`src/rtl/history_copy.sv`:
```
// LZS history copy engine: expands literals and (offset, length) copies into the decoded byte stream.
// Optional build macro HISTORY_COPY_CHECK_EN adds a sticky copy_err flag for out-of-range offsets.
module history_copy #(
  parameter int AW    = 11,
  parameter int LEN_W = 12
) (
  input  logic             clk,
  input  logic             rst,
  input  logic [7:0]       lit_data,
  input  logic             lit_valid,
  output logic             lit_ready,
  input  logic [AW-1:0]    cmd_offset,
  input  logic [LEN_W-1:0] cmd_length,
  input  logic             cmd_valid,
  output logic             cmd_ready,
  output logic [AW-1:0]    read_address,
  output logic             read_valid,
  input  logic [7:0]       read_data,
  output logic [7:0]       decode_result,
  output logic             result_valid,
  output logic             busy
`ifdef HISTORY_COPY_CHECK_EN
  ,
  output logic             copy_err
`endif
);

  typedef enum logic {IDLE, COPY} state_t;
  typedef enum logic [1:0] {SRC_LIT, SRC_RAM, SRC_H1, SRC_H2} src_t;

  state_t           state;
  logic [AW-1:0]    iptr;
  logic [AW-1:0]    offset_r;
  logic [LEN_W-1:0] remain;
  logic [7:0]       hist1;
  logic [7:0]       hist2;
  logic [7:0]       lit_p1;
  src_t             src_p1;
  logic             vld_p1;
  logic             lit_fire;
  logic             cmd_fire;

  // Distances 1 and 2 are still in flight to the RAM, so they come from the bypass registers.
  function automatic src_t pick_src(input logic [AW-1:0] off);
    if (off == AW'(1)) return SRC_H1;
    if (off == AW'(2)) return SRC_H2;
    return SRC_RAM;
  endfunction

  assign lit_ready    = (state == IDLE);
  assign cmd_ready    = (state == IDLE) && !lit_valid;
  assign lit_fire     = lit_valid && lit_ready;
  assign cmd_fire     = cmd_valid && cmd_ready;
  assign read_valid   = (state == COPY);
  assign read_address = iptr - offset_r;
  assign result_valid = vld_p1;
  assign busy         = (state == COPY) || vld_p1;

  always_comb begin
    decode_result = lit_p1;
    case (src_p1)
      SRC_RAM: decode_result = read_data;
      SRC_H1:  decode_result = hist1;
      SRC_H2:  decode_result = hist2;
      default: decode_result = lit_p1;
    endcase
  end

  // Issue stage (p0) -> result stage (p1)
  always_ff @(posedge clk) begin
    if (rst) begin
      state    <= IDLE;
      iptr     <= '0;
      offset_r <= '0;
      remain   <= '0;
      hist1    <= '0;
      hist2    <= '0;
      lit_p1   <= '0;
      src_p1   <= SRC_LIT;
      vld_p1   <= 1'b0;
    end else begin
      vld_p1 <= 1'b0;
      if (vld_p1) begin
        hist2 <= hist1;
        hist1 <= decode_result;
      end
      case (state)
        IDLE: begin
          if (lit_fire) begin
            vld_p1 <= 1'b1;
            lit_p1 <= lit_data;
            src_p1 <= SRC_LIT;
            iptr   <= iptr + 1'b1;
          end else if (cmd_fire) begin
            offset_r <= cmd_offset;
            remain   <= cmd_length;
            if (cmd_length != '0) state <= COPY;
          end
        end
        COPY: begin
          vld_p1 <= 1'b1;
          src_p1 <= pick_src(offset_r);
          iptr   <= iptr + 1'b1;
          remain <= remain - 1'b1;
          if (remain == LEN_W'(1)) state <= IDLE;
        end
        default: state <= IDLE;
      endcase
    end
  end

`ifdef HISTORY_COPY_CHECK_EN
  localparam logic [AW:0] CNT_MAX = {1'b1, {AW{1'b0}}};
  // Counts issued bytes so a command right behind a literal still sees that literal.
  logic [AW:0] produced;

  always_ff @(posedge clk) begin
    if (rst) begin
      produced <= '0;
      copy_err <= 1'b0;
    end else begin
      if ((lit_fire || state == COPY) && produced != CNT_MAX) produced <= produced + 1'b1;
      if (cmd_fire && cmd_length != '0 &&
          (cmd_offset == '0 || {1'b0, cmd_offset} > produced))
        copy_err <= 1'b1;
    end
  end
`endif

endmodule

```
`config.mk`:
```
export PLATFORM = sky130hd
export DESIGN_NAME = history_copy
export DESIGN_NICKNAME = d
export VERILOG_FILES = /design/src/rtl/history_copy.sv
export SDC_FILE = /design/constraint.sdc
export NUM_CORES = 1
export LEC_CHECK = 0
export BUFFER_PORTS_ARGS = -buffer_cell sky130_fd_sc_hd__buf_4
export CORE_ASPECT_RATIO = 0.6
export CORE_MARGIN = 2
export CORE_UTILIZATION = 40
export CTS_BUF_LIST = sky130_fd_sc_hd__clkbuf_2 sky130_fd_sc_hd__clkbuf_4 sky130_fd_sc_hd__clkbuf_8
export DETAILED_ROUTE_END_ITERATION = 8
export PLACE_DENSITY = 0.72
export REMOVE_ABC_BUFFERS = 1
export SLEW_MARGIN = 20
export SYNTH_ARGS = -nofsm -noshare
export SYNTH_HDL_FRONTEND = slang
export SYNTH_SLANG_ARGS = --single-unit
export TNS_END_PERCENT = 30
```
`constraint.sdc`:
```
create_clock -name clk -period 2.89 [get_ports clk]
set_input_delay 0.578 -clock clk [delete_from_list [all_inputs] [get_ports clk]]
set_output_delay 0.578 -clock clk [all_outputs]
set_load 0.005 [all_outputs]
```
## Word level (Yosys, flattened, before mapping)

Index checks and enable logic that the tools add are counted.

- Add/sub/neg operators: 3
- Multipliers: 0
- Divide/modulo/power cells: 0
- $lt $le $gt $ge: 0
- Equality and inequality tests: 9
- Shift operators: 0
- Multiplexer cells: 26
- Bitwise logic cells: 2
- Reductions and logical operators: 9

Operators by type and width:

| cell | count |
|---|---|
| $mux 12 | 2 |
| $pmux 12 s2 | 1 |
| $pmux 8 s3 | 1 |
| $pmux 11 s2 | 1 |
| $eq 12x1->1 const B | 1 |
| $mux 1 | 12 |
| $reduce_bool 12->1 | 1 |
| $sub 12x1->12 const B | 1 |
| $add 11x1->11 const B | 1 |
| $eq 11x1->1 const B | 1 |
| $eq 11x2->1 const B | 1 |
| $mux 11 | 1 |
| $sub 11x11->11 | 1 |
| $mux 2 | 5 |
| $eq 2x2->1 const B | 2 |
| $ne 2x1->1 const B | 2 |
| $pmux 1 s2 | 2 |
| $pmux 2 s2 | 1 |
| $reduce_and 2->1 | 2 |
| $logic_and 1x1->1 | 3 |
| $reduce_and 3->1 | 1 |
| $eq 2x1->1 const B | 1 |
| $ne 2x2->1 const B | 1 |
| $not 1->1 | 2 |
| 2 further kinds | 2 |

- Bits in registers: 62
- Bits in latches: 0
- Memory bits (writable): 0
- ROM bits: 0
- Bits of input ports: 43
- Output and inout bits: 24
- Word-level logic and storage cells: 58
- Memories kept: 0

## Logic depth before layout (Yosys ltp)

- Depth in word-level cells: 10
- Gate-level depth with buffers: 9
- Gate-level depth less buffers: 9

## Worst setup path before layout

Ideal clock, no wire load.

- Kind: register to output
- Start: register iptr[0]
- End: output port read_address[10]
- Arrival: 1.638 ns
- Required time: 2.312 ns
- Slack: 0.674 ns
- Stages on the path, launching flop included: 10
- Path buffers: 0
- Cells stage by stage: dfxtp_1 -> inv_1 -> ha_1 -> inv_1 -> fa_1 -> a21oi_1 -> nand4b_1 -> a31oi_1 -> o22ai_1 -> xnor2_1

- Longest elaborated chain between the ends: 1

Ends and longest elaborated chain:

| element | RTL line | text |
|---|---|---|
| start, declared | 32 | `logic [AW-1:0] iptr;` |
| start signal, assigned | 93 | `iptr <= iptr + 1'b1;` |
| start signal, assigned | 103 | `iptr <= iptr + 1'b1;` |
| $sub 11x11->11 | 55 | `assign read_address = iptr - offset_r;` |
| end, declared | 16 | `output logic [AW-1:0] read_address,` |

Every way passes these cells.

## Worst setup path after layout

- Start: register offset_r[4]
- End: output port read_address[7]

- Longest elaborated chain between the ends: 1

Ends and longest elaborated chain:

| element | RTL line | text |
|---|---|---|
| start, declared | 33 | `logic [AW-1:0] offset_r;` |
| start signal, assigned | 95 | `offset_r <= cmd_offset;` |
| $sub 11x11->11 | 55 |  |

Every way passes these cells.

==> flow_summary.ini <==
[outcome]
status = finished clean

[global_routing]
grt_first_pass_wirelength_um = 12700
grt-ovfl-total = 0
grtUsageTotal = 0.185
grt_pass1_vias = 2637
antenna_found_initial = 0
grt_max_degree = 63

[timing]
finalMaxSlewViolations = 0
finalHoldViolations = 0
rsz0062_at_grt = false
min_period_over_period = 0.960
fin_tns_setup_ps = 0
relSlewSlack = 0.530
timing.hold.ws_ps = 458
worst_pin_slew_ps = 705
clock_skew_ps = 5.23
timing.fmax_ghz = 0.361
fin_crit_ps = 2770
setup_viol = 0

[clock_tree]
cts_buffer_depth = 2
numCtsBuffers = 9
cts_sinks = 62
postCtsSetupBuffers = 0
htree_levels = 3
cts_hold_buf = 0
clk_pin_slew_ps = 70
postCtsResizedCells = 0
clockRootBuffer = clkbuf_8
cts_tree = done
clk-insertion-delay-late_ps = 340

[die]
die_y_um = 73.1
core_mm2 = 0.00779
die-area_mm2 = 0.00872
initial_utilization = 0.409
ios = 67
die_w_um = 119
row_count = 25

[route]
wl_met2_um = 3410
first_iter_violations = 157
routed_wl_um = 7910
wl_met3_um = 628
highest_layer = met4
drc = 0
wire_per_inst_um = 14.6
drtPass1Iterations = 5
vias = 2835
vias_per_cell = 5.25
antenna_left = 0
wl_met1_um = 3750

[power_and_ir_drop]
p_clk_frac = 0.373
power.switching_mw = 0.610
switching_share = 0.269
internal-power_mw = 1.66
finalPower_mw = 2.27
pwr-share-seq = 0.414
irDropWorstVdd_v = 0.000228
power.leakage_nw = 1.65
p_comb_frac = 0.214
p_per_area_mw_per_mm2 = 564

[worst_setup_path]
cp-startpoint = offset_r[4]
crit_path_end_kind = output port
cp.arrival_ps = 2200
rr_startpoint = remain[2]
crit_path_end = read_address[7]
slowest_stage = ha_1
reg2reg_slack_ps = 830
crit_fanout = 6
worst_r2r_endpoint = remain[10]
max_stage_delay_ps = 360
crit_chain = inv_1 > ha_1 > and2_1 > a31oi_1 > nand2_1 > o41ai_2 > xnor2_1 > buf_4
path_class = reg2out
worstPathRequired_ps = 2310
cp-start-kind = register
r2r_cells = 5

[run]
maxCapViolCount = 0

[yosys]
synth_edf_count = 0
synth_top_area_share = 0.389
synth_area_leader_cell = dfxtp_1
synth_area_per_cell_um2 = 8.78
synth_seq_area_share = 0.389
ys.flop_type = dfxtp_1
synth.top_cells.by_area = dfxtp_1, mux2i_1, mux4_2
postSynthCellCount = 363
yosysWarningCount = 0
yosysMostFrequentCell = dfxtp_1
yosys.cell_types.count = 52
syn_area_mm2 = 0.00319
synth_common_cells = dfxtp_1, nor2_1, nand2_1, a21oi_1, mux2i_1
yosys_register_bits = 62
async_flop_share = 0

[placed_design]
dp_hpwl_um = 5820
gp_congestion = 0.919
dp_cells = 524
port_buffers = 66

[cells_and_area]
finalNonFillerCells = 540
fill_cells = 720
antenna_cells = 0
drive_above_1_share = 0.241
area_growth_pct = 26.1
nets = 484

[hold_path]
hold_path.class = reg2reg
-- logic make-up after synthesis --
family,count (synthesis),share of synthesized area
flops,62,0.389
fa+ha+maj,14,0.0573
compound gates,66,0.124
buf+inv,37,0.0444
simple gates,131,0.195
mux,33,0.135
xor+xnor,20,0.0550
-- worst max-delay path: cells and delay by family, from the launching register on --
kind	cells	cell delay, ps
AO/OA/AOI/OAI	2	440
adder cells (fa/ha/maj)	1	360
AND/OR/NAND/NOR	2	340
flip-flops	1	330
buffers and inverters	2	210
XOR/XNOR	1	170
-- sequential cells by signal, summed over array words and instances (netlist names) --
signal        flops
remain           12
iptr             11
offset_r         11
hist1             8
hist2             8
lit_p1            8
src_p1            2
read_valid        1
result_valid      1
-- metrics by stage --
stage          instance area (um2)   util  worst slack, ps
6_report                      4020  0.516              116
3_5_place_dp                  3780  0.485              403
4_1_cts                       4000  0.514             3.98
5_1_grt                       4020  0.516             9.18
2_1_floorplan                 3120      -              674
3_3_place_gp                  3780  0.485              457
-- placed cells by master, fill, tap and decap left out, types with 5 or more instances in the layout --
master and instances:
a21oi_1 33, a31oi_1 5, buf_4 70, clkbuf_8 10, dfxtp_1 62, ha_1 13, inv_1 18, mux2i_1 25
mux4_2 8, nand2_1 37, nand3_1 6, nand4_1 5, nor2_1 48, nor3_1 6, nor4_1 5, o21ai_0 6
or3_1 5, xnor2_1 9, xor2_1 11
-- routing by layer --
layer / track usage / vias up
li1: - / 1404
met1: 0.256 / 1320
met2: 0.269 / 93
met3: 0.0617 / 18
met4: 0.0701 / 0
met5: 0 / -
-- worst min path at each step --
stage	to	depth (start not counted)	slack (ps)	start
2_1_floorplan	offset_r[3]	2	430	offset_r[3]
3_3_place_gp	offset_r[4]	2	450	offset_r[4]
3_5_place_dp	offset_r[5]	2	450	offset_r[5]
4_1_cts	offset_r[5]	2	460	offset_r[5]
5_1_grt	lit_p1[7]	3	470	lit_data[7]
6_report	offset_r[5]	2	460	offset_r[5]
-- layout make-up --
class / instances / area, um2 / area share
Clock buffer: 10 / 138 / 0.0343
Inverter: 20 / 75.1 / 0.0187
Multi-Input combinational cell: 264 / 1820 / 0.453
Sequential cell: 62 / 1240 / 0.309
Tap cell: 108 / 135 / 0.0336
Timing Repair Buffer: 70 / 526 / 0.131
Clock inverter: 6 / 85.1 / 0.0212
-- power by group through the flow --
stage | sequential [mW] | clock (mW) | combinational (mW)
final | 0.938 | 0.845 | 0.485
after global routing | 0.943 | 0.903 | 0.532
after CTS | 0.937 | 0.863 | 0.481
after detailed placement | 0.957 | 0 | 0.478
after global placement | 0.954 | 0 | 0.465
after floorplan | 0.956 | 0 | 0.262
Power figures use the tool's default switching activity.
